### config.mk
export PLATFORM = sky130hd
export DESIGN_NAME = score_keeper
export DESIGN_NICKNAME = d
export VERILOG_FILES = /design/src/rtl/score_pkg.sv /design/src/rtl/bcd_counter2.sv /design/src/rtl/score_keeper.sv
export SDC_FILE = /design/constraint.sdc
export NUM_CORES = 1
export LEC_CHECK = 0
export BUFFER_PORTS_ARGS = -buffer_cell sky130_fd_sc_hd__buf_2
export CAP_MARGIN = 10
export CORE_ASPECT_RATIO = 0.8
export CORE_MARGIN = 2
export CORE_UTILIZATION = 50
export DETAILED_ROUTE_END_ITERATION = 7
export PLACE_DENSITY = 0.72
export SLEW_MARGIN = 20
export SYNTH_ARGS = -nofsm -noshare
export SYNTH_HDL_FRONTEND = slang
export SYNTH_SLANG_ARGS = --single-unit
### constraint.sdc
create_clock -name clk -period 4.46 [get_ports clk]
set_input_delay 0.892 -clock clk [delete_from_list [all_inputs] [get_ports clk]]
set_output_delay 0.892 -clock clk [all_outputs]
set_load 0.005 [all_outputs]
### src/rtl/score_pkg.sv
// Shared types and defaults for the ping-pong score keeper.
package score_pkg;

    typedef enum logic {
        PLAY = 1'b0,
        OVER = 1'b1
    } state_e;

    typedef enum logic {
        PLAYER_A = 1'b0,
        PLAYER_B = 1'b1
    } player_e;

    typedef struct packed {
        logic [3:0] tens;
        logic [3:0] ones;
    } bcd2_t;

    localparam int DEF_WIN_SCORE = 11;
    localparam int DEF_MAX_SCORE = 99;

endpackage

### src/rtl/bcd_counter2.sv
// Two-digit BCD counter with a binary mirror kept in lock-step.
module bcd_counter2
    import score_pkg::*;
(
    input  logic       clk,
    input  logic       reset,
    input  logic       clr,
    input  logic       inc,
    input  logic       hold,
    output logic [3:0] tens,
    output logic [3:0] ones,
    output logic [6:0] value
);

    bcd2_t      bcd_q, bcd_d;
    logic [6:0] bin_q, bin_d;

    always_comb begin
        bcd_d = bcd_q;
        bin_d = bin_q;
        if (clr) begin
            bcd_d = '0;
            bin_d = '0;
        end else if (inc && !hold) begin
            bin_d = bin_q + 7'd1;
            if (bcd_q.ones == 4'd9) begin
                bcd_d.ones = 4'd0;
                bcd_d.tens = (bcd_q.tens == 4'd9) ? 4'd0 : bcd_q.tens + 4'd1;
            end else begin
                bcd_d.ones = bcd_q.ones + 4'd1;
            end
        end
    end

    always_ff @(posedge clk) begin
        if (reset) begin
            bcd_q <= '0;
            bin_q <= '0;
        end else begin
            bcd_q <= bcd_d;
            bin_q <= bin_d;
        end
    end

    assign tens  = bcd_q.tens;
    assign ones  = bcd_q.ones;
    assign value = bin_q;

endmodule

### src/rtl/score_keeper.sv
// Ping-pong scoring: win rules, serve rotation and BCD digits for the display.
module score_keeper
    import score_pkg::*;
#(
    parameter int WIN_SCORE = DEF_WIN_SCORE,
    parameter int MAX_SCORE = DEF_MAX_SCORE
) (
    input  logic       clk,
    input  logic       reset,
    input  logic       point_a,
    input  logic       point_b,
    input  logic       new_game,
    output logic [3:0] num0,
    output logic [3:0] num1,
    output logic [3:0] num2,
    output logic [3:0] num3,
    output logic       serve_a,
    output logic       game_over,
    output logic       winner
);

    localparam logic [7:0] WIN_L  = 8'(WIN_SCORE);
    localparam logic [7:0] DEUCE  = 8'(WIN_SCORE - 1);
    localparam logic [6:0] MAX_L  = 7'(MAX_SCORE);

    state_e     state_q, state_d;
    player_e    winner_q, winner_d;
    logic       serve_q, serve_d;
    logic       over_q, over_d;

    logic [6:0] score_a, score_b;
    logic       cnt_a, cnt_b;
    logic       max_a, max_b;
    logic [7:0] post_a, post_b;
    logic       win_a, win_b;
    logic       deuce, even;

    bcd_counter2 u_cnt_a (
        .clk   (clk),
        .reset (reset),
        .clr   (new_game),
        .inc   (cnt_a),
        .hold  (max_a),
        .tens  (num0),
        .ones  (num1),
        .value (score_a)
    );

    bcd_counter2 u_cnt_b (
        .clk   (clk),
        .reset (reset),
        .clr   (new_game),
        .inc   (cnt_b),
        .hold  (max_b),
        .tens  (num2),
        .ones  (num3),
        .value (score_b)
    );

    always_comb begin
        cnt_a  = (state_q == PLAY) && point_a && !point_b && !new_game;
        cnt_b  = (state_q == PLAY) && point_b && !point_a && !new_game;
        max_a  = (score_a == MAX_L);
        max_b  = (score_b == MAX_L);
        post_a = {1'b0, score_a} + {7'd0, cnt_a && !max_a};
        post_b = {1'b0, score_b} + {7'd0, cnt_b && !max_b};
        // A point at the ceiling cannot be counted, so it decides the game.
        win_a  = cnt_a && (max_a || (post_a >= WIN_L && post_a >= post_b + 8'd2));
        win_b  = cnt_b && (max_b || (post_b >= WIN_L && post_b >= post_a + 8'd2));
        deuce  = (post_a >= DEUCE) && (post_b >= DEUCE);
        even   = !(post_a[0] ^ post_b[0]);

        state_d  = state_q;
        winner_d = winner_q;
        serve_d  = serve_q;
        over_d   = over_q;

        if (new_game) begin
            state_d = PLAY;
            over_d  = 1'b0;
            serve_d = (state_q == OVER) ? (winner_q == PLAYER_B) : 1'b1;
        end else if (win_a || win_b) begin
            state_d  = OVER;
            over_d   = 1'b1;
            winner_d = win_b ? PLAYER_B : PLAYER_A;
        end else if ((cnt_a || cnt_b) && (deuce || even)) begin
            serve_d = !serve_q;
        end
    end

    always_ff @(posedge clk) begin
        if (reset) begin
            state_q  <= PLAY;
            winner_q <= PLAYER_A;
            serve_q  <= 1'b1;
            over_q   <= 1'b0;
        end else begin
            state_q  <= state_d;
            winner_q <= winner_d;
            serve_q  <= serve_d;
            over_q   <= over_d;
        end
    end

    assign serve_a   = serve_q;
    assign game_over = over_q;
    assign winner    = winner_q;

endmodule

==> impl_metrics.json, run 1 <==
{
  "arrival_ps": 4200,
  "cts_buffers": 5,
  "dieArea_mm2": 0.00556,
  "min_period_ps": 4050,
  "n_antenna_cell": 0,
  "cap_violations": 0,
  "peakVddDrop_mv": 0.186,
  "seqPwrFrac_pct": 53.8,
  "grt_max_degree": 32,
  "final_common_cell": "nor2_1",
  "combPwrFrac_pct": 5.3,
  "start_util_pct": 53.1,
  "root_buffer": "clkbuf_8",
  "portBuffers": 23,
  "hold_slack_ps": 501,
  "drv_slew": 0,
  "setup_viol": 0,
  "power_density_mw_per_mm2": 199,
  "cp.required_ps": 4620,
  "synth-seq-cells": 33,
  "clock_power_share_pct": 40.9,
  "hold_violations": 0,
  "p_total_uw": 554,
  "via_count": 2170,
  "gp_congestion": 0.862,
  "crit_family": "compound AO/OA/AOI/OAI gates",
  "dpl.hpwl_um": 4050,
  "route.detailed.drc": 0,
  "clk_pin_slew_ps": 70,
  "register_area_um2": 661,
  "path_cells": "buf_2 -> nor4b_2 -> nor2b_1 -> ha_1 -> ha_1 -> xor2_1 -> ha_1 -> nand3_1 -> nor2_1 -> a21oi_1 -> ha_1 -> nand3_1 -> nor2_1 -> a2111oi_0 -> o21ai_1 -> a31oi_1 -> a31o_1 -> a31oi_1",
  "final_cell_mix": "nor2_1, dfxtp_1, buf_2",
  "clk_latency_ps": 280,
  "drt_first_pass_iters": 4,
  "die_x_um": 82.8,
  "netSwitchingFraction_pct": 22.2,
  "cts_tree": "built",
  "clock_path_buffers": 2,
  "cts_sinks": 33,
  "status": "finished clean",
  "placed_area_mm2": 0.00268,
  "crit_slowest_cell": "a2111oi_0",
  "cts_hold_buf": 0,
  "critPathBufInv": 1,
  "rows": 22,
  "grt_pass1_wl_um": 9360,
  "fill_cells": 428,
  "nets": 357,
  "avgSynthCellArea_um2": 8.12,
  "antenna_left": 0,
  "finalCritPeriodShare_pct": 90.7,
  "crit_path_frequent_cell": "ha_1",
  "p_sw_uw": 123,
  "drive_above_1_share_pct": 16.6,
  "tns_ps": 0,
  "p_leak_nw": 1.12,
  "die_y_um": 67.1,
  "synth_edf_count": 0,
  "finalNonFillerCells": 391,
  "antenna_found_initial": 0,
  "ys_warn_count": 0,
  "synthArstFlopShare_pct": 0,
  "ys_types": 49,
  "cpPeakStageDelay_ps": 360,
  "tightestPinTransition_ps": 727,
  "netlist_area_mm2": 0.00249,
  "ys_seq_area_share_pct": 26.6,
  "via_per_inst": 5.55,
  "ioPinCount": 24,
  "dp_cells": 384,
  "internal-power_uw": 431,
  "grt_use_total_pct": 20.7,
  "criticalPathCategory": "in2reg",
  "start_kind": "input pin",
  "ys.flop_type": "dfxtp_1",
  "first_global_vias": 2040,
  "rsz0062_at_grt": "false",
  "stdcell_area_mm2": 0.00279,
  "htreeDepth": 2,
  "relSlewSlack_pct": 50.9,
  "multi_input_area_mm2": 0.00173,
  "area_growth_syn_to_layout_pct": 12.0,
  "fmax_mhz": 247,
  "syn-instance-count": 306,
  "drtIter0Drc": 106,
  "synth_fp_nets": 332,
  "drt_wl_total_um": 5420,
  "cp-end-kind": "flip-flop",
  "wl_per_cell_um": 13.9,
  "grt_overflow": 0,
  "min_path_type": "reg2reg",
  "path_max_fanout": 4,
  "core_area_mm2": 0.00468,
  "skew_ps": 4.23
}
==> cells by family after synthesis <==
| family | synth area share [%] |
|---|---|
| compound gates | 13.4 |
| xor+xnor | 14.4 |
| fa+ha+maj | 10.6 |
| buf+inv | 4.38 |
| flops | 26.6 |
| mux | 0.805 |
| simple gates | 29.8 |
==> registers in the layout, summed over array words and instances, names as in the netlist <==
| register | count |
|---|---|
| u_cnt_a.value | 7 |
| u_cnt_b.value | 7 |
| u_cnt_a.ones | 4 |
| u_cnt_a.tens | 4 |
| u_cnt_b.ones | 4 |
| u_cnt_b.tens | 4 |
| game_over | 1 |
| serve_a | 1 |
| winner | 1 |
==> worst register-to-register path: cells and delay by family (launching register included) <==
family	cells	cell delay, ps
compound gates	7	1270
fa+ha+maj	4	1040
simple gates	6	780
flops	1	480
xor+xnor	1	180
buf+inv	1	160
==> per-stage QoR <==
| stage | util, % | worst slack (ps) |
|---|---|---|
| floorplan | - | 95.4 |
| global placement | 57.4 | 145 |
| detailed placement | 57.4 | 53.1 |
| CTS | 59.2 | 337 |
| global route | 59.5 | 25.2 |
| finish | 59.5 | 415 |
==> final timing paths <==
path | slack (ps) | startpoint | endpoint | cells after the start
worst max-delay path | 410 | point_a | serve_a$_SDFFE_PP1P_ | 18
worst min-delay path | 500 | winner$_SDFFE_PP0P_ | winner$_SDFFE_PP0P_ | 2
worst max register to register | 420 | u_cnt_b.value[1]$_SDFFE_PP0N_ | serve_a$_SDFFE_PP1P_ | 19
worst min register to register | 500 | winner$_SDFFE_PP0P_ | winner$_SDFFE_PP0P_ | 2
==> cell usage after synthesis, types with 2 or more instances <==
master | number | share of area [%]
a211oi_1 | 2 | 0.60
a21oi_1 | 16 | 3.2
a31oi_1 | 5 | 1.3
a32oi_1 | 2 | 0.70
and2_1 | 2 | 0.50
and3_1 | 4 | 1.0
and3b_1 | 2 | 0.70
and4_1 | 2 | 0.70
buf_2 | 9 | 1.8
clkbuf_1 | 6 | 0.91
dfxtp_1 | 33 | 27
ha_1 | 21 | 11
inv_1 | 9 | 1.4
mux2i_1 | 2 | 0.81
nand2_1 | 16 | 2.4
nand2b_1 | 6 | 1.5
nand3_1 | 13 | 2.6
nand4_1 | 9 | 2.3
nor2_1 | 37 | 5.6
nor2b_1 | 11 | 2.8
nor3_1 | 6 | 1.2
nor3b_1 | 4 | 1.2
nor4b_1 | 4 | 1.4
o211ai_1 | 3 | 0.91
o21ai_0 | 16 | 3.2
o21ai_1 | 2 | 0.40
o22ai_1 | 3 | 0.75
or2_2 | 3 | 0.75
xnor2_1 | 23 | 8.1
xor2_1 | 16 | 5.6
==> power by group through the flow <==
stage	registers, mW	logic (mW)	clock network, mW
4_1_cts	0.298	0.0297	0.229
6_report	0.298	0.0295	0.226
3_5_place_dp	0.304	0.0294	0
2_1_floorplan	0.304	0.0203	0
3_3_place_gp	0.304	0.0290	0
5_1_grt	0.298	0.0328	0.244
==> routing by layer <==
| metal | vias to the layer above | track usage, % | share of wire (%) |
|---|---|---|---|
| met2 | 34 | 32.3 | 43 |
| met3 | 4 | 4.83 | 4.1 |
| met4 | 0 | 2.87 | 0.48 |
| met1 | 1006 | 29.7 | 52 |
| met5 | - | 0 | 0 |
| li1 | 1126 | - | - |
==> cell type report <==
type	count	area share, %
Clock buffer	7	3.10
Inverter	9	1.21
Multi-Input combinational cell	248	62.2
Sequential cell	33	23.7
Tap cell	60	2.70
Timing Repair Buffer	34	7.10
==> timing repair <==
action / 4_1_cts / 5_1_grt
buffers inserted: 0 / 0
hold endpoints to repair: 0 / 0
gates resized for setup: 0 / 2
setup endpoints to repair: 0 / 1
Power figures use the tool's default switching activity.
==> run 2, diff against run 1 <==
--- a/config.mk
+++ b/config.mk
@@ -9,9 +9,9 @@
 export CAP_MARGIN = 10
 export CORE_ASPECT_RATIO = 0.8
 export CORE_MARGIN = 2
-export CORE_UTILIZATION = 50
+export CORE_UTILIZATION = 54
 export DETAILED_ROUTE_END_ITERATION = 7
-export PLACE_DENSITY = 0.72
+export PLACE_DENSITY = 0.77
 export SLEW_MARGIN = 20
 export SYNTH_ARGS = -nofsm -noshare
 export SYNTH_HDL_FRONTEND = slang
==> impl_metrics.json, run 2 (synthesized netlist as in run 1, its figures left out) <==
{
  "rsz0062_at_grt": "false",
  "drv_slew": 0,
  "root_buffer": "clkbuf_8",
  "dpl.hpwl_um": 3970,
  "status": "finished clean",
  "path_cells": "buf_2 -> nor4b_2 -> nor2b_1 -> ha_1 -> ha_1 -> buf_4 -> nand3_1 -> xnor2_1 -> xor2_1 -> ha_1 -> a21oi_1 -> nor2b_1 -> a2111oi_0 -> o21ai_1 -> a31oi_1 -> a31o_1 -> a31oi_1",
  "timing.rr.end": "serve_a$_SDFFE_PP1P_",
  "via_count": 2192,
  "via_per_inst": 5.62,
  "nets": 355,
  "cts_sinks": 33,
  "r2r_cells": 19,
  "cp-end-kind": "flip-flop",
  "criticalPathCategory": "in2reg",
  "fmax_mhz": 245,
  "path_max_fanout": 6,
  "hold_violations": 0,
  "tightestPinTransition_ps": 665,
  "cts_buffers": 5,
  "grt_pass1_wl_um": 9060,
  "crit_path_frequent_cell": "ha_1",
  "route.detailed.drc": 0,
  "cpPeakStageDelay_ps": 360,
  "skew_ps": 3.83,
  "ioPinCount": 24,
  "clk_latency_ps": 290,
  "tns_ps": 0,
  "htreeDepth": 2,
  "drtIter0Drc": 105,
  "p_leak_nw": 1.11,
  "first_global_vias": 2013,
  "grt_use_total_pct": 21.8,
  "power_density_mw_per_mm2": 223,
  "min_from": "winner$_SDFFE_PP0P_",
  "finalCritPeriodShare_pct": 91.6,
  "grt_overflow": 0,
  "final_cell_mix": "nor2_1, dfxtp_1, xnor2_1, buf_2, ha_1",
  "post_cts.repair.setup_buffers": 0,
  "min_path_type": "reg2reg",
  "final_common_cell": "nor2_1",
  "cts_hold_buf": 0,
  "r2r_slack_ps": 380,
  "peakVddDrop_mv": 0.195,
  "clk_pin_slew_ps": 70,
  "drt_wl_total_um": 5380,
  "cts_resized": 0,
  "die_y_um": 64.7,
  "arrival_ps": 4250,
  "clock_path_buffers": 2,
  "p_total_uw": 622,
  "start_kind": "input pin",
  "gp_congestion": 0.867,
  "min_period_ps": 4090,
  "rows": 22,
  "cp.required_ps": 4620,
  "area_growth_syn_to_layout_pct": 12.0,
  "drt_first_pass_iters": 4,
  "setup_viol": 0,
  "antenna_left": 0,
  "die_x_um": 79.9,
  "start_util_pct": 55.1,
  "min_to": "winner$_SDFFE_PP0P_",
  "crit_slowest_cell": "a2111oi_0",
  "grt_max_degree": 32,
  "dieArea_mm2": 0.00517,
  "drive_above_1_share_pct": 15.8,
  "portBuffers": 23,
  "hold_slack_ps": 501,
  "antenna_found_initial": 0,
  "min_path_cells": 2,
  "core_area_mm2": 0.00451,
  "n_antenna_cell": 0,
  "crit-reg2reg-launch": "u_cnt_b.value[1]$_SDFFE_PP0N_",
  "cap_violations": 0,
  "relSlewSlack_pct": 55.1,
  "cts_tree": "built",
  "wl_per_cell_um": 13.8
}
-- run 2: layout make-up --
class                           instances  area, µm²
Fill cell                             413       1730
Multi-Input combinational cell        248       1720
Sequential cell                        33        661
Timing Repair Buffer                   32        183
Clock buffer                            7       86.3
Tap cell                               60       75.1
Inverter                                9       33.8
Clock inverter                          1       30.0
-- run 2: worst max-delay path by stage --
stage | endpoint | start | slack [ps] | cells past startpoint
floorplan | serve_a$_SDFFE_PP1P_ | point_a | 100 | 19
global placement | serve_a$_SDFFE_PP1P_ | point_b | 240 | 15
detailed placement | serve_a$_SDFFE_PP1P_ | point_a | 150 | 17
CTS | serve_a$_SDFFE_PP1P_ | point_a | 410 | 17
global route | serve_a$_SDFFE_PP1P_ | point_a | 110 | 18
finish | serve_a$_SDFFE_PP1P_ | point_a | 370 | 17
-- run 2: worst max-delay path, delay by kind of cell --
kind,cells,cell delay (ps)
and+or+nand+nor,4,640
xor gates and xnor gates,2,560
AOI/OAI and AO/OA,6,1160
adders and majority gates,3,730
buffers and inverters,2,260
-- run 2: metrics by stage --
stage | setup slack [ps] | util (%) | area (µm²) | instances
detailed placement | 154 | 59.1 | 2670 | 382
floorplan | 95.4 | - | 2490 | 306
CTS | 412 | 61.7 | 2790 | 390
global placement | 241 | 59.1 | 2670 | 382
global route | 108 | 61.7 | 2790 | 390
finish | 373 | 61.7 | 2790 | 390
-- run 2: metal layers --
metal,up-vias,track usage [%],routed length [µm]
met1,1006,31.9,2710
met3,6,5.85,304
met4,0,3.81,36
met2,53,32.6,2320
li1,1127,-,-
met5,-,0,0
-- run 2: report_power, final --
part           switching (mW)  internal (mW)  total [mW]
clock                   0.113          0.182       0.295
sequential            0.00178          0.296       0.298
combinational          0.0174         0.0124      0.0298
==> run 3, diff against run 2 <==
--- a/config.mk
+++ b/config.mk
@@ -7,11 +7,13 @@
 export LEC_CHECK = 0
 export BUFFER_PORTS_ARGS = -buffer_cell sky130_fd_sc_hd__buf_2
 export CAP_MARGIN = 10
+export CELL_PAD_IN_SITES_DETAIL_PLACEMENT = 0
+export CELL_PAD_IN_SITES_GLOBAL_PLACEMENT = 2
 export CORE_ASPECT_RATIO = 0.8
 export CORE_MARGIN = 2
-export CORE_UTILIZATION = 54
+export CORE_UTILIZATION = 32
 export DETAILED_ROUTE_END_ITERATION = 7
-export PLACE_DENSITY = 0.77
+export PLACE_DENSITY_LB_ADDON = 0.1
 export SLEW_MARGIN = 20
 export SYNTH_ARGS = -nofsm -noshare
 export SYNTH_HDL_FRONTEND = slang
==> impl_metrics.json, run 3 (synthesized netlist as in run 1, its figures left out) <==
{
  "status": "finished clean",
  "hold_violations": 0,
  "dieArea_mm2": 0.00849,
  "cap_violations": 0,
  "cts_tree": "built",
  "drt_wl_total_um": 6040,
  "p_total_uw": 549,
  "core_area_mm2": 0.00746,
  "dpl.hpwl_um": 4540,
  "grt_use_total_pct": 14.7,
  "grt_overflow": 0,
  "register_area_um2": 662,
  "fin_util_pct": 39.1,
  "wl_per_cell_um": 13.5,
  "start_util_pct": 33.3,
  "arrival_ps": 4230,
  "min_path_type": "reg2reg",
  "p_leak_nw": 1.16,
  "n_antenna_cell": 0,
  "multi_input_area_mm2": 0.00174,
  "combPwrFrac_pct": 5.8,
  "htreeDepth": 2,
  "criticalPathCategory": "in2reg",
  "grt_max_degree": 32,
  "power_density_mw_per_mm2": 188,
  "start_kind": "input pin",
  "area_growth_syn_to_layout_pct": 17.3,
  "netSwitchingFraction_pct": 24.1,
  "rsz0062_at_grt": "false",
  "fill_cells": 808,
  "antenna_found_initial": 0,
  "die_y_um": 82.8,
  "rows": 28,
  "via_count": 2127,
  "drive_above_1_share_pct": 19.4,
  "internal-power_uw": 417,
  "via_per_inst": 4.77,
  "cts_sinks": 33,
  "grt_pass1_wl_um": 10200,
  "clk_pin_slew_ps": 70,
  "ioPinCount": 24,
  "p_sw_uw": 132,
  "portBuffers": 23,
  "first_global_vias": 1993,
  "clock_path_buffers": 2,
  "drv_slew": 0,
  "cp.required_ps": 4670,
  "final_cell_mix": "nor2_1, dfxtp_1, xnor2_1, buf_2, buf_4",
  "tightestPinTransition_ps": 729,
  "peakVddDrop_mv": 0.146,
  "path_max_fanout": 8,
  "gp_congestion": 0.838,
  "cts_buffers": 5,
  "drt_first_pass_iters": 4,
  "fmax_mhz": 248,
  "post_cts.repair.setup_buffers": 0,
  "cp-end-kind": "flip-flop",
  "die_x_um": 103,
  "cts_hold_buf": 0,
  "clock_power_share_pct": 40.0,
  "seqPwrFrac_pct": 54.2,
  "setup_viol": 0,
  "antenna_left": 0,
  "skew_ps": 6.07,
  "final_common_cell": "nor2_1",
  "cts_resized": 0,
  "route.detailed.drc": 0,
  "finalCritPeriodShare_pct": 90.3,
  "drtIter0Drc": 36,
  "root_buffer": "clkbuf_8",
  "relSlewSlack_pct": 50.7,
  "clk_latency_ps": 280,
  "nets": 366,
  "min_period_ps": 4030
}
-- run 3: per-stage QoR --
stage          instances  hold slack, ps  TNS, ps  area, µm²  setup WS, ps
6_report             446             497        0       2920           433
5_1_grt              446             525        0       2920          38.9
4_1_cts              446             504        0       2890           244
3_5_place_dp         438             495    -8.87       2810         -8.87
3_3_place_gp         438             498        0       2810           101
2_1_floorplan        306             473        0       2490          95.4
-- run 3: layout make-up --
type	instances	area share, %
Tap cell	105	4.51
Multi-Input combinational cell	248	59.7
Timing Repair Buffer	43	9.10
Clock inverter	2	0.343
Clock buffer	6	2.49
Inverter	9	1.16
Sequential cell	33	22.7
-- run 3: worst paths after layout --
kind | slack, ps | depth (start not counted) | from | end
worst max-delay path | 430 | 18 | point_a | serve_a$_SDFFE_PP1P_
worst min-delay path | 500 | 2 | winner$_SDFFE_PP0P_ | winner$_SDFFE_PP0P_
worst max register to register | 540 | 18 | u_cnt_b.value[3]$_SDFFE_PP0N_ | serve_a$_SDFFE_PP1P_
worst min register to register | 500 | 2 | winner$_SDFFE_PP0P_ | winner$_SDFFE_PP0P_
-- run 3: worst max-delay path: stages --
cell and delay [ps]:
buf_2 130, nor4b_4 260, nor2b_1 210, ha_2 250, ha_4 190, xor2_1 220, ha_1 230, nand3_1 110
nor2_1 100, a21oi_1 80, ha_1 310, nand3_1 100, nor2_1 40, a2111oi_0 400, o21ai_1 160, a31oi_1 240
nand4_1 120, a31oi_1 170
-- run 3: routing by layer --
metal	routed length (µm)	GRT usage [%]	part of all wire (%)
met1	3440	23.6	57
met2	2420	20.1	40
met3	178	3.54	2.9
met4	10	1.21	0.17
met5	0	0	0
-- run 3: power groups by stage --
stage | Clock [mW] | Sequential [mW] | Combinational [mW]
global route | 0.241 | 0.298 | 0.0360
detailed placement | 0 | 0.304 | 0.0310
finish | 0.220 | 0.298 | 0.0318
floorplan | 0 | 0.304 | 0.0203
global placement | 0 | 0.304 | 0.0310
CTS | 0.229 | 0.298 | 0.0312
